==> src/rtl/sm1118_pkg.sv <==
// Shared constants and types for the sm1118 soil-bot blocks (ADC frame controller,
// frequency scaling, colour-sensor counter).
package sm1118_pkg;

   localparam int ADC_FRAME_BITS = 16;
   localparam int ADC_DATA_BITS  = 12;
   localparam int ADC_CH_W       = 3;
   localparam int SCK_DIV        = 8;

   typedef enum logic [1:0] {
      IDLE  = 2'd0,
      SHIFT = 2'd1,
      GAP   = 2'd2
   } adc_state_t;

endpackage

==> src/rtl/sm1118_edge_detect.sv <==
// One-bit registered edge detector for a slow clock-like signal treated as data.
// o_rise/o_fall are single-cycle strobes in the i_clk domain.
module sm1118_edge_detect #(
   parameter logic RESET_VAL = 1'b1
) (
   input  logic i_clk,
   input  logic i_reset,
   input  logic i_d,
   output logic o_q,
   output logic o_rise,
   output logic o_fall
);

   logic r_q;

   always_ff @(posedge i_clk) begin
      if (i_reset) r_q <= RESET_VAL;
      else         r_q <= i_d;
   end

   assign o_q    = r_q;
   assign o_rise = i_d & ~r_q;
   assign o_fall = ~i_d & r_q;

endmodule

==> src/rtl/sm1118_adc_controller.sv <==
// ADC128S022 frame controller: drives CS_N/SCLK/DIN from the divided adc_sck, captures DOUT,
// and tags each result with the channel addressed in the previous frame.
// Optional channel auto-scan is enabled by defining SM1118_ADC_SCAN_EN.
module sm1118_adc_controller
   import sm1118_pkg::*;
#(
   parameter int FRAME_BITS = ADC_FRAME_BITS,
   parameter int DATA_BITS  = ADC_DATA_BITS,
   parameter int GAP_SCK    = 1
) (
   input  logic                  i_clk_50M,
   input  logic                  i_reset,
   input  logic                  i_adc_sck,
   input  logic                  i_enable,
   input  logic [ADC_CH_W-1:0]   i_ch_sel,
   input  logic                  i_adc_dout,
   output logic                  o_adc_cs_n,
   output logic                  o_adc_sclk,
   output logic                  o_adc_din,
   output logic [DATA_BITS-1:0]  o_data_out,
   output logic [ADC_CH_W-1:0]   o_data_ch,
   output logic                  o_data_valid
);

   localparam logic [4:0] BIT_END  = 5'(FRAME_BITS);
   localparam logic [3:0] GAP_LAST = 4'(GAP_SCK - 1);

   logic w_sck_q, w_rise, w_fall;

   adc_state_t r_state, w_state_nxt;
   logic [4:0]            r_bit_cnt;
   logic [3:0]            r_gap_cnt;
   logic [FRAME_BITS-2:0] r_tx_sr, w_tx_init;
   logic [DATA_BITS-1:0]  r_rx_sr;
   logic [ADC_CH_W-1:0]   r_addr, r_prev_addr, w_addr;
   logic                  r_cs_n, r_din, r_data_valid;
   logic [DATA_BITS-1:0]  r_data_out;
   logic [ADC_CH_W-1:0]   r_data_ch;
   logic                  w_start, w_tx_adv, w_done, w_gap_end, w_shift_in;

   sm1118_edge_detect #(.RESET_VAL(1'b1)) u_sck_edge (
      .i_clk   (i_clk_50M),
      .i_reset (i_reset),
      .i_d     (i_adc_sck),
      .o_q     (w_sck_q),
      .o_rise  (w_rise),
      .o_fall  (w_fall)
   );

`ifdef SM1118_ADC_SCAN_EN
   logic [ADC_CH_W-1:0] r_scan_ch;
   logic                w_unused_ch;

   always_ff @(posedge i_clk_50M) begin
      if (i_reset)      r_scan_ch <= '0;
      else if (w_start) r_scan_ch <= r_scan_ch + 1'b1;
   end

   assign w_addr      = r_scan_ch;
   assign w_unused_ch = ^i_ch_sel;
`else
   assign w_addr = i_ch_sel;
`endif

   // Frame word minus its MSB (always 0, driven straight onto DIN at CS fall).
   always_comb begin
      w_tx_init = '0;
      w_tx_init[FRAME_BITS-3 -: ADC_CH_W] = w_addr;
   end

   always_ff @(posedge i_clk_50M) begin
      if (i_reset) r_state <= IDLE;
      else         r_state <= w_state_nxt;
   end

   always_comb begin
      w_state_nxt = r_state;
      w_start     = 1'b0;
      w_tx_adv    = 1'b0;
      w_done      = 1'b0;
      w_gap_end   = 1'b0;
      case (r_state)
         IDLE: begin
            if (w_fall && i_enable) begin
               w_start     = 1'b1;
               w_state_nxt = SHIFT;
            end
         end
         SHIFT: begin
            if (w_fall) begin
               if (r_bit_cnt < BIT_END) begin
                  w_tx_adv = 1'b1;
               end else begin
                  w_done      = 1'b1;
                  w_state_nxt = GAP;
               end
            end
         end
         GAP: begin
            if (w_fall && r_gap_cnt == GAP_LAST) begin
               w_gap_end   = 1'b1;
               w_state_nxt = IDLE;
            end
         end
         default: w_state_nxt = IDLE;
      endcase
   end

   assign w_shift_in = (r_state == SHIFT) && w_rise && (r_bit_cnt < BIT_END);

   always_ff @(posedge i_clk_50M) begin
      if (i_reset) begin
         r_cs_n       <= 1'b1;
         r_din        <= 1'b0;
         r_bit_cnt    <= '0;
         r_gap_cnt    <= '0;
         r_tx_sr      <= '0;
         r_rx_sr      <= '0;
         r_addr       <= '0;
         r_prev_addr  <= '0;
         r_data_out   <= '0;
         r_data_ch    <= '0;
         r_data_valid <= 1'b0;
      end else begin
         r_data_valid <= 1'b0;
         if (w_start) begin
            r_cs_n    <= 1'b0;
            r_bit_cnt <= '0;
            r_tx_sr   <= w_tx_init;
            r_din     <= 1'b0;
            r_addr    <= w_addr;
         end
         if (w_shift_in) begin
            r_rx_sr   <= {r_rx_sr[DATA_BITS-2:0], i_adc_dout};
            r_bit_cnt <= r_bit_cnt + 5'd1;
         end
         if (w_tx_adv) begin
            r_din   <= r_tx_sr[FRAME_BITS-2];
            r_tx_sr <= {r_tx_sr[FRAME_BITS-3:0], 1'b0};
         end
         // The ADC returns the conversion of the previous frame's address.
         if (w_done) begin
            r_cs_n       <= 1'b1;
            r_din        <= 1'b0;
            r_data_out   <= r_rx_sr;
            r_data_ch    <= r_prev_addr;
            r_data_valid <= 1'b1;
            r_prev_addr  <= r_addr;
            r_gap_cnt    <= '0;
         end
         if (r_state == GAP && w_fall && !w_gap_end)
            r_gap_cnt <= r_gap_cnt + 4'd1;
      end
   end

   assign o_adc_cs_n   = r_cs_n;
   assign o_adc_sclk   = r_cs_n ? 1'b1 : w_sck_q;
   assign o_adc_din    = r_din;
   assign o_data_out   = r_data_out;
   assign o_data_ch    = r_data_ch;
   assign o_data_valid = r_data_valid;

endmodule

==> config.mk <==
export PLATFORM = sky130hd
export DESIGN_NAME = sm1118_adc_controller
export DESIGN_NICKNAME = d
export VERILOG_FILES = /design/src/rtl/sm1118_pkg.sv /design/src/rtl/sm1118_edge_detect.sv /design/src/rtl/sm1118_adc_controller.sv
export SDC_FILE = /design/constraint.sdc
export NUM_CORES = 1
export LEC_CHECK = 0
export ABC_AREA = 1
export BUFFER_PORTS_ARGS = -buffer_cell sky130_fd_sc_hd__buf_4
export CORE_UTILIZATION = 56
export DETAILED_ROUTE_END_ITERATION = 8
export HOLD_SLACK_MARGIN = 0.06
export PLACE_DENSITY = 0.78
export SLEW_MARGIN = 40
export SYNTH_ARGS = -nofsm -noshare
export SYNTH_HDL_FRONTEND = slang
export SYNTH_SLANG_ARGS = --single-unit
==> constraint.sdc <==
create_clock -name i_clk_50M -period 1.8 [get_ports i_clk_50M]
set_clock_uncertainty 0.15 [all_clocks]
set_input_delay 0.18 -clock i_clk_50M [delete_from_list [all_inputs] [get_ports i_clk_50M]]
set_output_delay 0.18 -clock i_clk_50M [all_outputs]
set_load 0.02 [all_outputs]
Word level (Yosys, flattened, before mapping). Cells that the tools add are included.

Register bits: 62. Input port bits: 8. Output and inout bits: 19. Logic and storage cells: 65.

$add $sub $neg: 2. Order comparisons: 1. Equality and inequality tests: 6. Muxes and demuxes: 25. Bitwise gates (word level): 4. Reduce and logical (&&, ||, !) cells: 14.

Operators with widths (count): 2-to-1 mux 15 bit (2); 2-to-1 mux 1 bit (14); 2-to-1 mux 5 bit (2); 2-to-1 mux 2 bit (4); 2-to-1 mux 4 bit (2); != test 2 bit, second input constant (4); logical AND 1 bit (6); one-hot mux 2 bit (3 select lines) (1); nonzero test 2 bit (3); adder 5 x 1 -> 5 bit, second input constant (1); less-than comparator 5 bit, second input constant (1); adder 4 x 1 -> 4 bit, second input constant (1); zero test 4 bit (1); AND reduction 4 bit (1); AND 1 bit (2); == test 2 x 1 -> 1 bit, second input constant (1); == test 2 bit, second input constant (1); zero test 2 bit (1); inverter 1 bit (2); OR reduction 2 bit (1); zero test 1 bit (1).

Logic depth before layout (Yosys ltp).
Word-level depth: 8. Gate-level depth with buffers: 7. Depth with buffers taken out: 7.

By module. Synthesis repeated with hierarchy kept, for this count alone.

Cells, all modules: 262. Area total of the unflattened synthesis: 2018.2 um^2.

Modules (own cells, without submodules): sm1118_adc_controller (times used 1, cells each 255, area an instance 1975.6 um^2, seq. area each 1021.0 um^2); sm1118_edge_detect (times used 1, cells each 7, area an instance 42.5 um^2, seq. area each 20.0 um^2).

Least setup slack after synthesis. OpenSTA, ideal clock, no wires.

Path type: register -> register. Start point: reg r_state[0]. End point: reg r_rx_sr[10]. Setup time: 0.116 ns. Arrival: 1.044 ns. Required time: 1.534 ns. Slack: 0.490 ns. Stages on the path, launching flop included: 7. Buffers on the path: 1. Clock period less this slack: 1.310 ns. Cells stage by stage: dfxtp_1 nand2_1 nor2_1 nand2_2 buf_6 o21ai_0 nor2_1.

Word-level cells in the longest chain between the ends: 3.

RTL lines: start: declaration (line sm1118_adc_controller.sv:30) `adc_state_t r_state, w_state_nxt;`; start signal: assignment (line sm1118_adc_controller.sv:73) `else r_state <= w_state_nxt;`; == test 2 x 1 -> 1 bit (line sm1118_adc_controller.sv:109) `assign w_shift_in = (r_state == SHIFT) && w_rise && (r_bit_cnt < BIT_END);`; logical AND 1 bit (2 in a row) (line sm1118_adc_controller.sv:109); end signal: assignment (line sm1118_adc_controller.sv:134) `r_rx_sr <= {r_rx_sr[DATA_BITS-2:0], i_adc_dout};`; end: declaration (line sm1118_adc_controller.sv:34) `logic [DATA_BITS-1:0] r_rx_sr;`.

No other way between the ends. A chain may end at the register's enable or synchronous reset.

Worst setup path after layout.
Start point: in i_adc_sck. End point: reg r_addr[1].

Word-level cells in the longest chain between the ends: 5.

RTL lines: start: declaration (line sm1118_adc_controller.sv:13) `input logic i_adc_sck,`; inverter 1 bit (line sm1118_edge_detect.sv:23) `assign o_fall = ~i_d & r_q;`; AND 1 bit (line sm1118_edge_detect.sv:23); logical AND 1 bit (line sm1118_adc_controller.sv:84) `if (w_fall && i_enable) begin`; 2-to-1 mux 1 bit (line sm1118_adc_controller.sv:84); 2-to-1 mux 1 bit (line sm1118_adc_controller.sv:82) `case (r_state)`; end signal: assignment (line sm1118_adc_controller.sv:131) `r_addr <= w_addr;`; end: declaration (line sm1118_adc_controller.sv:35) `logic [ADC_CH_W-1:0] r_addr, r_prev_addr, w_addr;`.

No other way between the ends.

==> flow_summary.toml <==
[status]
status = "completed"

[routing]
viasPerCell = 5.16
topRoutingLayerUsed = "met4"
wl_met1_um = 1980
vias = 1722
wl_met2_um = 1790
drc = 0
drt_iter0_drc = 72
wl_per_cell_um = 12.0
first_pass_iters = 4
wirelength_um = 4000
drtAntennaViolNets = 0
wl_met3_um = 130

[synthesis]
ys_types = 23
avgSynthCellArea_um2 = 7.86
synth.cell_area_um2 = 2040
syn_inst = 259
synth_top_flop_cell = "dfxtp_1"
synth.most_common_cell = "dfxtp_1"
ys_top_cells_by_area = "dfxtp_1, nand2_1, a21oi_1"
synthTopCellsByCount = "dfxtp_1, nand2_1, nor2_1"
synth-edff-count = 0
synth_seq_cells = 52
ys_seq_area_share_pct = 51.1
synth.largest_area_cell = "dfxtp_1"
synth_warnings = 0
synth_top_cell_area_share_pct = 51.1
synthesis.nets = 270
async_reset_ff_share_pct = 0

[die]
num_rows = 21
dieHeight_um = 62.3
die_area_um2 = 3880
start_util_pct = 59.6
core_um2 = 3420
die_x_um = 62.3
pin_count = 27

[timing]
rsz0062_at_grt = "no"
hold_viol_final = 0
worst_slack_ps = 52.2
tightest_slew_ps = 637
max_slew_margin_pct = 57.5
finalMaxSlewViolations = 0
period_minus_slack_ps = 1750
clock.fmax_ghz = 0.572
period_share_pct = 97.1
finalSetupTns_ps = 0
setup_viol = 0

[worst_setup_path]
crit_path_top_delay_cell = "dlygate4sd3_1"
critPathMaxFanout = 9
cp-end-kind = "flop"
path_common_cell = "dlygate4sd3_1"
cp.arrival_ps = 1900
cp_cell_sequence = "dlygate4sd3_1 -> buf_4 -> nor2_8 -> nand4_1 -> dlygate4sd3_1 -> a21oi_1"
start_kind = "primary input"
crit_type = "in2reg"
worst-endpoint-required_ps = 1960
cpPeakStageDelay_ps = 590
crit_family = "buffers and inverters"
crit_buf_inv = 3

[cts]
clk_pin_slew_ps = 130
htreeDepth = 2
root_buffer = "clkbuf_4"
tritoncts = "yes"
clk_path_buf_depth = 2
post_cts_buffers = 0
clk-insertion-delay-late_ps = 360
cts_made_buffers = 5
clock_sinks = 52

[placed_design]
place.gp.congestion = 0.852
port_buffers = 26
dp_hpwl_um = 2530
place_ws_ps = 305

[grt]
antenna_found_initial = 0
grt_max_degree = 27
grt_pass1_wl_um = 7200
grt_pass1_vias = 1687
grt_usage_pct = 23.2
grt_overflow = 0

[power]
p_leak_nw = 0.933
vdd_drop_max_v = 0.000538
p_per_area_nw_per_um2 = 743

[finish]
fillCellCount = 294
layout.nets = 301
syn_to_final_growth_pct = 15.2
layout-drive-gt1-share_pct = 16.7
antenna_cells = 0

[flow_run]
max-cap-violations = 0

[hold_path]
hold_class = "in2reg"
-- timing repair --
| item | CTS | global route |
|---|---|---|
| hold endpoints to repair | 6 | 2 |
| gates resized for setup | 0 | 2 |
| setup endpoints to repair | 0 | 4 |
| hold buffers | 8 | 1 |
-- layout by cell type (no fill, tap or decap) --
cell type / instances
nor2_4: 1
nand3_2: 2
clkbuf_4: 5
buf_4: 28
o21ai_0: 22
dfxtp_1: 51
nand2_1: 45
a21boi_0: 1
nand4_1: 4
o21ai_1: 1
nor2_2: 2
nor2_8: 1
nor2_1: 31
xor2_1: 1
inv_1: 20
ha_1: 3
dfxtp_2: 1
nand2_2: 2
or2_2: 1
nand3_1: 21
inv_2: 5
dlygate4sd3_1: 7
o22ai_1: 3
a21oi_1: 30
-- state kept, by name, summed over array words and instances, names as in the netlist --
signal	count
r_rx_sr	12
o_data_valid	1
r_gap_cnt	4
o_adc_din	1
r_bit_cnt	5
r_prev_addr	3
u_sck_edge.o_q	1
r_tx_sr	4
o_data_out	12
r_state	2
o_adc_cs_n	1
r_addr	3
o_data_ch	3
-- where the power goes --
group / leakage [nW] / internal (mW) / switching (mW)
clock: 0.0230 / 0.131 / 0.322
sequential: 0.420 / 1.17 / 0.0112
combinational: 0.490 / 0.0447 / 0.0692
-- routing by layer --
metal	vias up	global-route usage [%]
met5	-	0
met4	0	11.0
met3	10	4.04
met2	27	37.4
met1	787	30.3
li1	898	-
-- cells by family (layout without fill, tap and decap cells) --
kind of cell	after synthesis	in the layout	share of synthesized area (%)
buffers and inverters	36	65	7.98
flip-flops	52	52	51.1
XOR/XNOR	1	1	0.430
AND/OR/NAND/NOR	110	110	24.3
AO/OA/AOI/OAI	57	57	14.3
adder cells (fa/ha/maj)	3	3	1.84
-- path summary, 6_finish.rpt --
check,from,depth (start not counted),slack (ps),to
worst max-delay path,i_adc_sck,6,50,r_addr[1]$_SDFFE_PP0P_
worst min-delay path,i_reset,3,120,r_tx_sr[13]$_SDFFE_PP0P_
worst max register to register,u_sck_edge.o_q$_SDFF_PP1_,5,140,r_addr[1]$_SDFFE_PP0P_
worst min register to register,o_data_out[2]$_SDFFE_PP0P_,2,330,o_data_out[2]$_SDFFE_PP0P_
-- stage by stage --
| stage | hold WS, ps | instances | util, % | power, mW | cell area (µm²) |
|---|---|---|---|---|---|
| after floorplan | 122 | 259 | - | 1.27 | 2040 |
| after global placement | 280 | 322 | 65.5 | 1.30 | 2240 |
| after detailed placement | 280 | 322 | 65.5 | 1.30 | 2240 |
| after CTS | 64.9 | 335 | 68.9 | 1.75 | 2350 |
| after global routing | 136 | 334 | 68.7 | 1.82 | 2350 |
| final | 120 | 334 | 68.7 | 1.74 | 2350 |
-- area by class of cell --
type	count	area (µm²)	area share, %
Timing Repair Buffer	35	280	11.9
Tap cell	46	57.6	2.45
Clock buffer	5	37.5	1.60
Inverter	25	93.8	4.00
Multi-Input combinational cell	171	836	35.6
Sequential cell	52	1040	44.4
-- worst min-delay path, delay by kind of cell --
family,cells,cell delay (ps)
compound gates,1,60
buf+inv,2,350
(Power assumes the default switching activity.)
